File: src/rtl/fetch_unit_pkg.sv
// Shared types and constants for the instruction-fetch stage.
package fetch_unit_pkg;

  localparam int unsigned XLEN      = 32;
  localparam int unsigned NPC_W_DEF = 4;
  localparam int unsigned IMM16_W   = 16;
  localparam int unsigned IMM26_W   = 26;

  localparam logic [XLEN-1:0] RESET_PC_DEF = '0;

  // Next-PC operation codes produced by the main control decoder.
  localparam int unsigned NPC_PLUS4  = 0;
  localparam int unsigned NPC_BRANCH = 1;
  localparam int unsigned NPC_JUMP   = 2;
  localparam int unsigned NPC_JR     = 3;
  localparam int unsigned NPC_JALR   = 4;

  typedef enum logic [1:0] {
    IDLE = 2'd0,
    REQ  = 2'd1,
    HOLD = 2'd2
  } fetch_state_e;

  // One buffered instruction together with its byte address.
  typedef struct packed {
    logic [XLEN-1:0] pc;
    logic [XLEN-1:0] inst;
  } fetch_pkt_t;

endpackage

File: src/rtl/fetch_unit_if.sv
// Fetch-stage bus: imem req/ack, decode valid/ready and redirect inputs.
interface fetch_unit_if
  import fetch_unit_pkg::*;
#(
  parameter int unsigned NPC_W = NPC_W_DEF
);

  logic                 imem_req;
  logic [XLEN-1:0]      imem_addr;
  logic                 imem_ack;
  logic [XLEN-1:0]      imem_rdata;

  logic                 inst_valid;
  logic [XLEN-1:0]      inst;
  logic [XLEN-1:0]      inst_pc;
  logic                 inst_ready;

  logic                 redir_valid;
  logic [NPC_W-1:0]     npc_op;
  logic [XLEN-1:0]      redir_pc;
  logic [IMM16_W-1:0]   imm16;
  logic [IMM26_W-1:0]   imm26;
  logic [XLEN-1:0]      rs_data;

  logic                 align_err;

  modport master (
    output imem_req, imem_addr, inst_valid, inst, inst_pc, align_err,
    input  imem_ack, imem_rdata, inst_ready,
    input  redir_valid, npc_op, redir_pc, imm16, imm26, rs_data
  );

  modport slave (
    input  imem_req, imem_addr, inst_valid, inst, inst_pc, align_err,
    output imem_ack, imem_rdata, inst_ready,
    output redir_valid, npc_op, redir_pc, imm16, imm26, rs_data
  );

endinterface

File: src/rtl/fetch_unit_npc_calc.sv
// Combinational redirect target calculator for BRANCH/JUMP/JR/JALR.
module npc_calc
  import fetch_unit_pkg::*;
#(
  parameter int unsigned NPC_W = NPC_W_DEF
) (
  input  logic [NPC_W-1:0]   npc_op,
  input  logic [XLEN-1:0]    redir_pc,
  input  logic [IMM16_W-1:0] imm16,
  input  logic [IMM26_W-1:0] imm26,
  input  logic [XLEN-1:0]    rs_data,
  output logic [XLEN-1:0]    target,
  output logic               taken,
  output logic               misalign
);

  logic [XLEN-1:0] seq_pc;
  logic [XLEN-1:0] br_off;

  always_comb begin
    seq_pc   = redir_pc + XLEN'(4);
    br_off   = {{(XLEN-IMM16_W-2){imm16[IMM16_W-1]}}, imm16, 2'b00};
    target   = seq_pc;
    taken    = 1'b0;
    misalign = 1'b0;
    case (npc_op)
      NPC_W'(NPC_PLUS4): begin
        taken = 1'b0;
      end
      NPC_W'(NPC_BRANCH): begin
        target = seq_pc + br_off;
        taken  = 1'b1;
      end
      NPC_W'(NPC_JUMP): begin
        target = {seq_pc[XLEN-1:XLEN-4], imm26, 2'b00};
        taken  = 1'b1;
      end
      NPC_W'(NPC_JR), NPC_W'(NPC_JALR): begin
        // Register targets are force-aligned; the low bits only flag an error.
        target   = {rs_data[XLEN-1:2], 2'b00};
        taken    = 1'b1;
        misalign = |rs_data[1:0];
      end
      default: begin
        taken = 1'b0;
      end
    endcase
  end

endmodule

File: src/rtl/fetch_unit.sv
// Instruction fetch stage: owns the PC, keeps one imem fetch outstanding at a
// time and presents a single buffered instruction to decode.
module fetch_unit
  import fetch_unit_pkg::*;
#(
  parameter logic [XLEN-1:0] RESET_PC = RESET_PC_DEF,
  parameter int unsigned     NPC_W    = NPC_W_DEF
) (
  input logic          clk,
  input logic          rstn,
  fetch_unit_if.master bus
);

  localparam logic [XLEN-1:0] RESET_PC_AL = {RESET_PC[XLEN-1:2], 2'b00};

  fetch_state_e    state_q, state_d;
  logic [XLEN-1:0] pc_q, pc_d;
  logic [XLEN-1:0] addr_q, addr_d;
  logic            req_q, req_d;
  logic            valid_q, valid_d;
  fetch_pkt_t      pkt_q, pkt_d;
  logic            drop_q, drop_d;
  logic            align_q, align_d;

  logic [XLEN-1:0] target;
  logic            taken;
  logic            misalign;
  logic            redir;

  npc_calc #(.NPC_W(NPC_W)) u_npc_calc (
    .npc_op   (bus.npc_op),
    .redir_pc (bus.redir_pc),
    .imm16    (bus.imm16),
    .imm26    (bus.imm26),
    .rs_data  (bus.rs_data),
    .target   (target),
    .taken    (taken),
    .misalign (misalign)
  );

  assign redir = bus.redir_valid & taken;

  always_ff @(posedge clk or negedge rstn) begin
    if (!rstn) begin
      state_q <= IDLE;
      pc_q    <= RESET_PC_AL;
      addr_q  <= RESET_PC_AL;
      req_q   <= 1'b0;
      valid_q <= 1'b0;
      pkt_q   <= '0;
      drop_q  <= 1'b0;
      align_q <= 1'b0;
    end else begin
      state_q <= state_d;
      pc_q    <= pc_d;
      addr_q  <= addr_d;
      req_q   <= req_d;
      valid_q <= valid_d;
      pkt_q   <= pkt_d;
      drop_q  <= drop_d;
      align_q <= align_d;
    end
  end

  // Next-state logic; a redirect is applied last so it overrides everything.
  always_comb begin
    state_d = state_q;
    pc_d    = pc_q;
    addr_d  = addr_q;
    req_d   = req_q;
    valid_d = valid_q;
    pkt_d   = pkt_q;
    drop_d  = drop_q;
    align_d = bus.redir_valid & misalign;

    case (state_q)
      IDLE: begin
        state_d = REQ;
        req_d   = 1'b1;
        addr_d  = pc_q;
      end
      REQ: begin
        if (bus.imem_ack) begin
          if (drop_q) begin
            drop_d = 1'b0;
            addr_d = pc_q;
          end else begin
            pkt_d.inst = bus.imem_rdata;
            pkt_d.pc   = addr_q;
            valid_d    = 1'b1;
            pc_d       = addr_q + XLEN'(4);
            req_d      = 1'b0;
            state_d    = HOLD;
          end
        end
      end
      HOLD: begin
        if (valid_q && bus.inst_ready) begin
          valid_d = 1'b0;
          req_d   = 1'b1;
          addr_d  = pc_q;
          state_d = REQ;
        end
      end
      default: begin
        state_d = IDLE;
        req_d   = 1'b0;
      end
    endcase

    if (redir) begin
      pc_d    = target;
      valid_d = 1'b0;
      pkt_d   = pkt_q;
      state_d = REQ;
      req_d   = 1'b1;
      // An unanswered request must stay up; its data is discarded on arrival.
      if (state_q == REQ && !bus.imem_ack) begin
        drop_d = 1'b1;
        addr_d = addr_q;
      end else begin
        drop_d = 1'b0;
        addr_d = target;
      end
    end
  end

  assign bus.imem_req   = req_q;
  assign bus.imem_addr  = addr_q;
  assign bus.inst_valid = valid_q;
  assign bus.inst       = pkt_q.inst;
  assign bus.inst_pc    = pkt_q.pc;
  assign bus.align_err  = align_q;

endmodule

File: src/flat_wrapper.sv
// flat-port wrapper written by rule: the top's interface ports become plain ports
module fetch_unit_flat import fetch_unit_pkg::*;
#(
  parameter logic [XLEN-1:0] RESET_PC = RESET_PC_DEF,
  parameter int unsigned     NPC_W    = NPC_W_DEF
)
  (clk, rstn, bus_imem_req, bus_imem_addr, bus_inst_valid, bus_inst, bus_inst_pc, bus_align_err, bus_imem_ack, bus_imem_rdata, bus_inst_ready, bus_redir_valid, bus_npc_op, bus_redir_pc, bus_imm16, bus_imm26, bus_rs_data);
  fetch_unit_if #(.NPC_W(NPC_W)) bus_i ();
  input logic clk;
  input logic rstn;
  output wire logic [$bits(bus_i.imem_req)-1:0] bus_imem_req;
  output wire logic [$bits(bus_i.imem_addr)-1:0] bus_imem_addr;
  output wire logic [$bits(bus_i.inst_valid)-1:0] bus_inst_valid;
  output wire logic [$bits(bus_i.inst)-1:0] bus_inst;
  output wire logic [$bits(bus_i.inst_pc)-1:0] bus_inst_pc;
  output wire logic [$bits(bus_i.align_err)-1:0] bus_align_err;
  input wire logic [$bits(bus_i.imem_ack)-1:0] bus_imem_ack;
  input wire logic [$bits(bus_i.imem_rdata)-1:0] bus_imem_rdata;
  input wire logic [$bits(bus_i.inst_ready)-1:0] bus_inst_ready;
  input wire logic [$bits(bus_i.redir_valid)-1:0] bus_redir_valid;
  input wire logic [$bits(bus_i.npc_op)-1:0] bus_npc_op;
  input wire logic [$bits(bus_i.redir_pc)-1:0] bus_redir_pc;
  input wire logic [$bits(bus_i.imm16)-1:0] bus_imm16;
  input wire logic [$bits(bus_i.imm26)-1:0] bus_imm26;
  input wire logic [$bits(bus_i.rs_data)-1:0] bus_rs_data;
  assign bus_imem_req = bus_i.imem_req;
  assign bus_imem_addr = bus_i.imem_addr;
  assign bus_inst_valid = bus_i.inst_valid;
  assign bus_inst = bus_i.inst;
  assign bus_inst_pc = bus_i.inst_pc;
  assign bus_align_err = bus_i.align_err;
  assign bus_i.imem_ack = bus_imem_ack;
  assign bus_i.imem_rdata = bus_imem_rdata;
  assign bus_i.inst_ready = bus_inst_ready;
  assign bus_i.redir_valid = bus_redir_valid;
  assign bus_i.npc_op = bus_npc_op;
  assign bus_i.redir_pc = bus_redir_pc;
  assign bus_i.imm16 = bus_imm16;
  assign bus_i.imm26 = bus_imm26;
  assign bus_i.rs_data = bus_rs_data;
  fetch_unit #(.RESET_PC(RESET_PC), .NPC_W(NPC_W)) u_core (.clk(clk), .rstn(rstn), .bus(bus_i));
endmodule
File: config.mk
export PLATFORM = sky130hd
export DESIGN_NAME = fetch_unit_flat
export DESIGN_NICKNAME = d
export VERILOG_FILES = /design/src/rtl/fetch_unit_pkg.sv /design/src/rtl/fetch_unit_if.sv /design/src/rtl/fetch_unit_npc_calc.sv /design/src/rtl/fetch_unit.sv /design/src/flat_wrapper.sv
export SDC_FILE = /design/constraint.sdc
export NUM_CORES = 1
export LEC_CHECK = 0
export ABC_AREA = 1
export BUFFER_PORTS_ARGS = -buffer_cell sky130_fd_sc_hd__buf_2
export CORE_MARGIN = 4
export CORE_UTILIZATION = 37
export DETAILED_ROUTE_END_ITERATION = 7
export MAX_ROUTING_LAYER = met4
export SLEW_MARGIN = 20
export SYNTH_ARGS = -nofsm -noshare
export SYNTH_HDL_FRONTEND = slang
export SYNTH_SLANG_ARGS = --single-unit
File: constraint.sdc
create_clock -name clk -period 2.3 [get_ports clk]
set_clock_uncertainty 0.15 [all_clocks]
set_input_delay 0.46 -clock clk [delete_from_list [all_inputs] [get_ports clk]]
set_output_delay 0.46 -clock clk [all_outputs]
set_load 0.005 [all_outputs]
==> impl_results.md <==
* Critical R2R Capture: u_core.pc_q[22]
* Initial Util at 0.3774
* Fin crit period at 3.010 ns
* Clock sink count at 133
* Max-slew violation count at 0
* Combinational Power Share at 0.518
* Worst reg2reg path depth at 17
* Layout fillers at 2272
* Footprint of the multi-input gates at 7087 um^2
* GRT overflow at 0
* Post-synth EDFFs at 0
* Total number of vias at 11160
* R2R Path Start: u_core.bus.imem_addr[3]
* Hold Crit Endpoint: u_core.bus.inst[24]
* Arrival @ worst endpoint at 3.21 ns
* Post-synth cell types at 49
* Drc violations at 0
* Period utilization at 1.309
* Element type at the critical path start: input pin
* DIE HEIGHT at 168.7 um
* Register area at 3328 um^2
* Number of global-route vias before repair at 11010
* Synthesized area at 9559 um^2
* Leakage at 7.783 nW
* Setup TNS at -21.44 ns
* Core box area at 25330 um^2
* Min-delay src: bus_imem_rdata[24]
* Most frequent cells in the layout: 384 x nand2_1, 236 x buf_2, 233 x buf_4
* TritonRoute pass-1 iters at 5
* Most common cell after layout, fill and taps aside: nand2_1
* Nets at 2057
* Drt via density at 5.053
* Sw power at 6.079 mW
* Flop-to-flop setup slack at -0.11 ns
* Die extent in x at 168.7 um
* Core Util, Final at 0.6095
* Design area at 15440 um^2
* Worst path required time at 2.50 ns
* Outcome: finished, violations left
* Switching share of power at 0.4286
* Share of the synthesized area in the top cell type at 0.3482
* Iter 0 DRT Violations at 603
* Clock share of power at 0.186
* Total wire length at 38480 um
* Pwr/cell area at 918.7 nW/um^2
* Mapped Nets at 1573
* Sequential area share after synthesis at 0.3482
* Clock Latency Late Sink at 0.43 ns
* CP Max Fanout at 4
* IO buf count at 245
* Top post-synthesis cells by area: dfrtp_1 35%, nand2_1 18%, ha_1 5.6%, inv_1 5.5%, a21oi_1 4.4%
* Post-DP Area at 13060 um^2
* Clock root cell: clkbuf_16
* Slew headroom at 0.6831
* GRT Util Overall at 0.2705
* Antenna viol nets, final at 0
* TritonCTS clock tree: done
* Prevailing post-synth register cell: dfrtp_1
* Area Growth Syn to Fin at 61.49%
* Kind of critical path: in2reg
* Cell Count Post-Placement at 2140
* Num CTS Buffers at 17
* Deepest clock path buffer count at 2
* Hold WS at 0.08029 ns
* Clock Pin Slew Worst Setup and Hold Paths at 0.07 ns
* RePlAce Congestion at 0.9787
* Reg power frac at 0.297
* Hold Crit Depth at 3
* Layout cells sized above 1 at 0.4609
* Endpoints failing setup at 50
* HPWL Detailed at 30330 um
* Fin worst setup slack at -0.7096 ns
* Max-Cap Viols at 0
* Largest net degree at the start of global routing at 47
* Wire per inst at 17.42 um
* Avg Cell Area, Syn at 6.917 um^2
* Transition time of the tightest slew-check pin at 0.4717 ns
* Endpoint type of the worst setup path: flop
* Final Non-Filler Cells at 2209
* Max VDD drop at 662.8 uV
* Diodes inserted at 0
* Row count at 58
* Top cell type by total area after synthesis: dfrtp_1
* Initial antenna violation count at 0
* Failing checks: setup timing
* First-pass GRT wire length at 59690 um
* F_max at 332.3 MHz
* Post-Synthesis Cells at 1382
* Pint at 8.104 mW
* H-tree depth at 4
* Total power at 14.18 mW
* Share of flip-flops with an asynchronous set or reset at 1.000
* Hold Fails Final Rpt at 0
* Hold WC Path Type: in2reg
* RSZ-0062 raised after global routing: yes
* Number of synthesized register bits at 133
* Number of warning messages in the yosys log at 0
* Setup slack at placement at -1.283 ns
* Die Area at 28470 um^2
* Top-level port count at 246
logic make-up (layout without fill, tap and decap cells):
family	Yosys count	in the layout	synth area share
fa+ha+maj	44	44	0.05838
simple gates	735	735	0.3287
flops	133	133	0.3482
xor+xnor	35	35	0.03207
buf+inv	187	684	0.08115
compound gates	248	248	0.1516
cell usage after synthesis, types with 2 or more instances:
library cell,instances
clkbuf_1,15
nor2_1,109
nand2_1,470
xnor2_1,13
o21ai_1,20
buf_4,4
nand4_1,19
a31oi_1,11
nor4_1,6
ha_1,43
buf_2,17
o21bai_1,4
nor3_2,3
nand3_1,58
nor2_2,8
nor3_1,24
nand2_2,6
a21o_1,2
inv_1,139
a21boi_0,2
or2_2,4
nand3_2,3
a22oi_1,30
o211ai_1,4
dfrtp_1,133
a22oi_2,9
inv_2,5
buf_6,5
xor2_1,22
o21ai_0,77
a21oi_1,84
nor2_4,6
nand3b_1,11
metal layers:
metal	wire length [um]	part of all wire	global-route usage	up-vias
met4	1565	0.041	0.1002	0
li1	-	-	-	5491
met3	2154	0.056	0.04064	81
met5	0	0	-	-
met2	18590	0.48	0.4428	357
met1	16170	0.42	0.3407	5234
critical path: stages:
cell	delay, ns
buf_12	0.09
ha_4	0.14
nand2_4	0.06
nor3_4	0.16
nand2_2	0.08
nor3_2	0.14
nand4_1	0.20
nor3_2	0.21
xnor2_1	0.17
inv_1	0.10
ha_4	0.34
nand2_4	0.07
inv_4	0.06
nand3_4	0.10
nor3_4	0.26
nand3_2	0.12
nand3b_1	0.10
nand3_1	0.07
nand2_1	0.08
nand2_2	0.07
a21oi_2	0.12
cell type report:
type / count / area share
Clock buffer: 18 / 0.02845
Clock inverter: 14 / 0.008672
Inverter: 145 / 0.03607
Multi-Input combinational cell: 1062 / 0.4591
Sequential cell: 133 / 0.2156
Tap cell: 330 / 0.02675
Timing Repair Buffer: 507 / 0.2254
what timing repair did:
item	4_1_cts	5_1_grt
hold endpoints to repair	42	0
setup endpoints to repair	51	115
resized for setup	218	155
hold buffers	1	0
buffers inserted	24	17
pin swaps	90	92
power groups by stage:
stage	registers, mW	clock network (mW)	logic (mW)
6_report	4.21	2.64	7.34
5_1_grt	4.36	2.80	8.15
4_1_cts	4.20	2.68	7.06
3_5_place_dp	4.24	0	6.71
3_3_place_gp	4.20	0	6.63
2_1_floorplan	4.22	0	3.67
state kept, by name (all words and copies together), names as in the netlist:
name / cells
u_core.bus.imem_addr: 32
u_core.bus.inst: 32
u_core.bus.inst_pc: 32
u_core.pc_q: 32
u_core.state_q: 2
u_core.bus.align_err: 1
u_core.bus.inst_valid: 1
u_core.drop_q: 1
how the worst max path moves through the flow:
stage	slack, ns	start	depth (start not counted)	end
finish	-0.71	bus_redir_pc[3]	21	u_core.pc_q[27]
CTS	-0.54	bus_redir_pc[3]	23	u_core.pc_q[31]
detailed placement	-1.28	bus_redir_pc[2]	22	u_core.pc_q[27]
global placement	-1.24	bus_redir_pc[5]	21	u_core.pc_q[20]
floorplan	-0.77	bus_redir_pc[3]	23	u_core.pc_q[31]
global route	-0.88	bus_redir_pc[3]	22	u_core.pc_q[27]
Power figures use the tool's default switching activity.
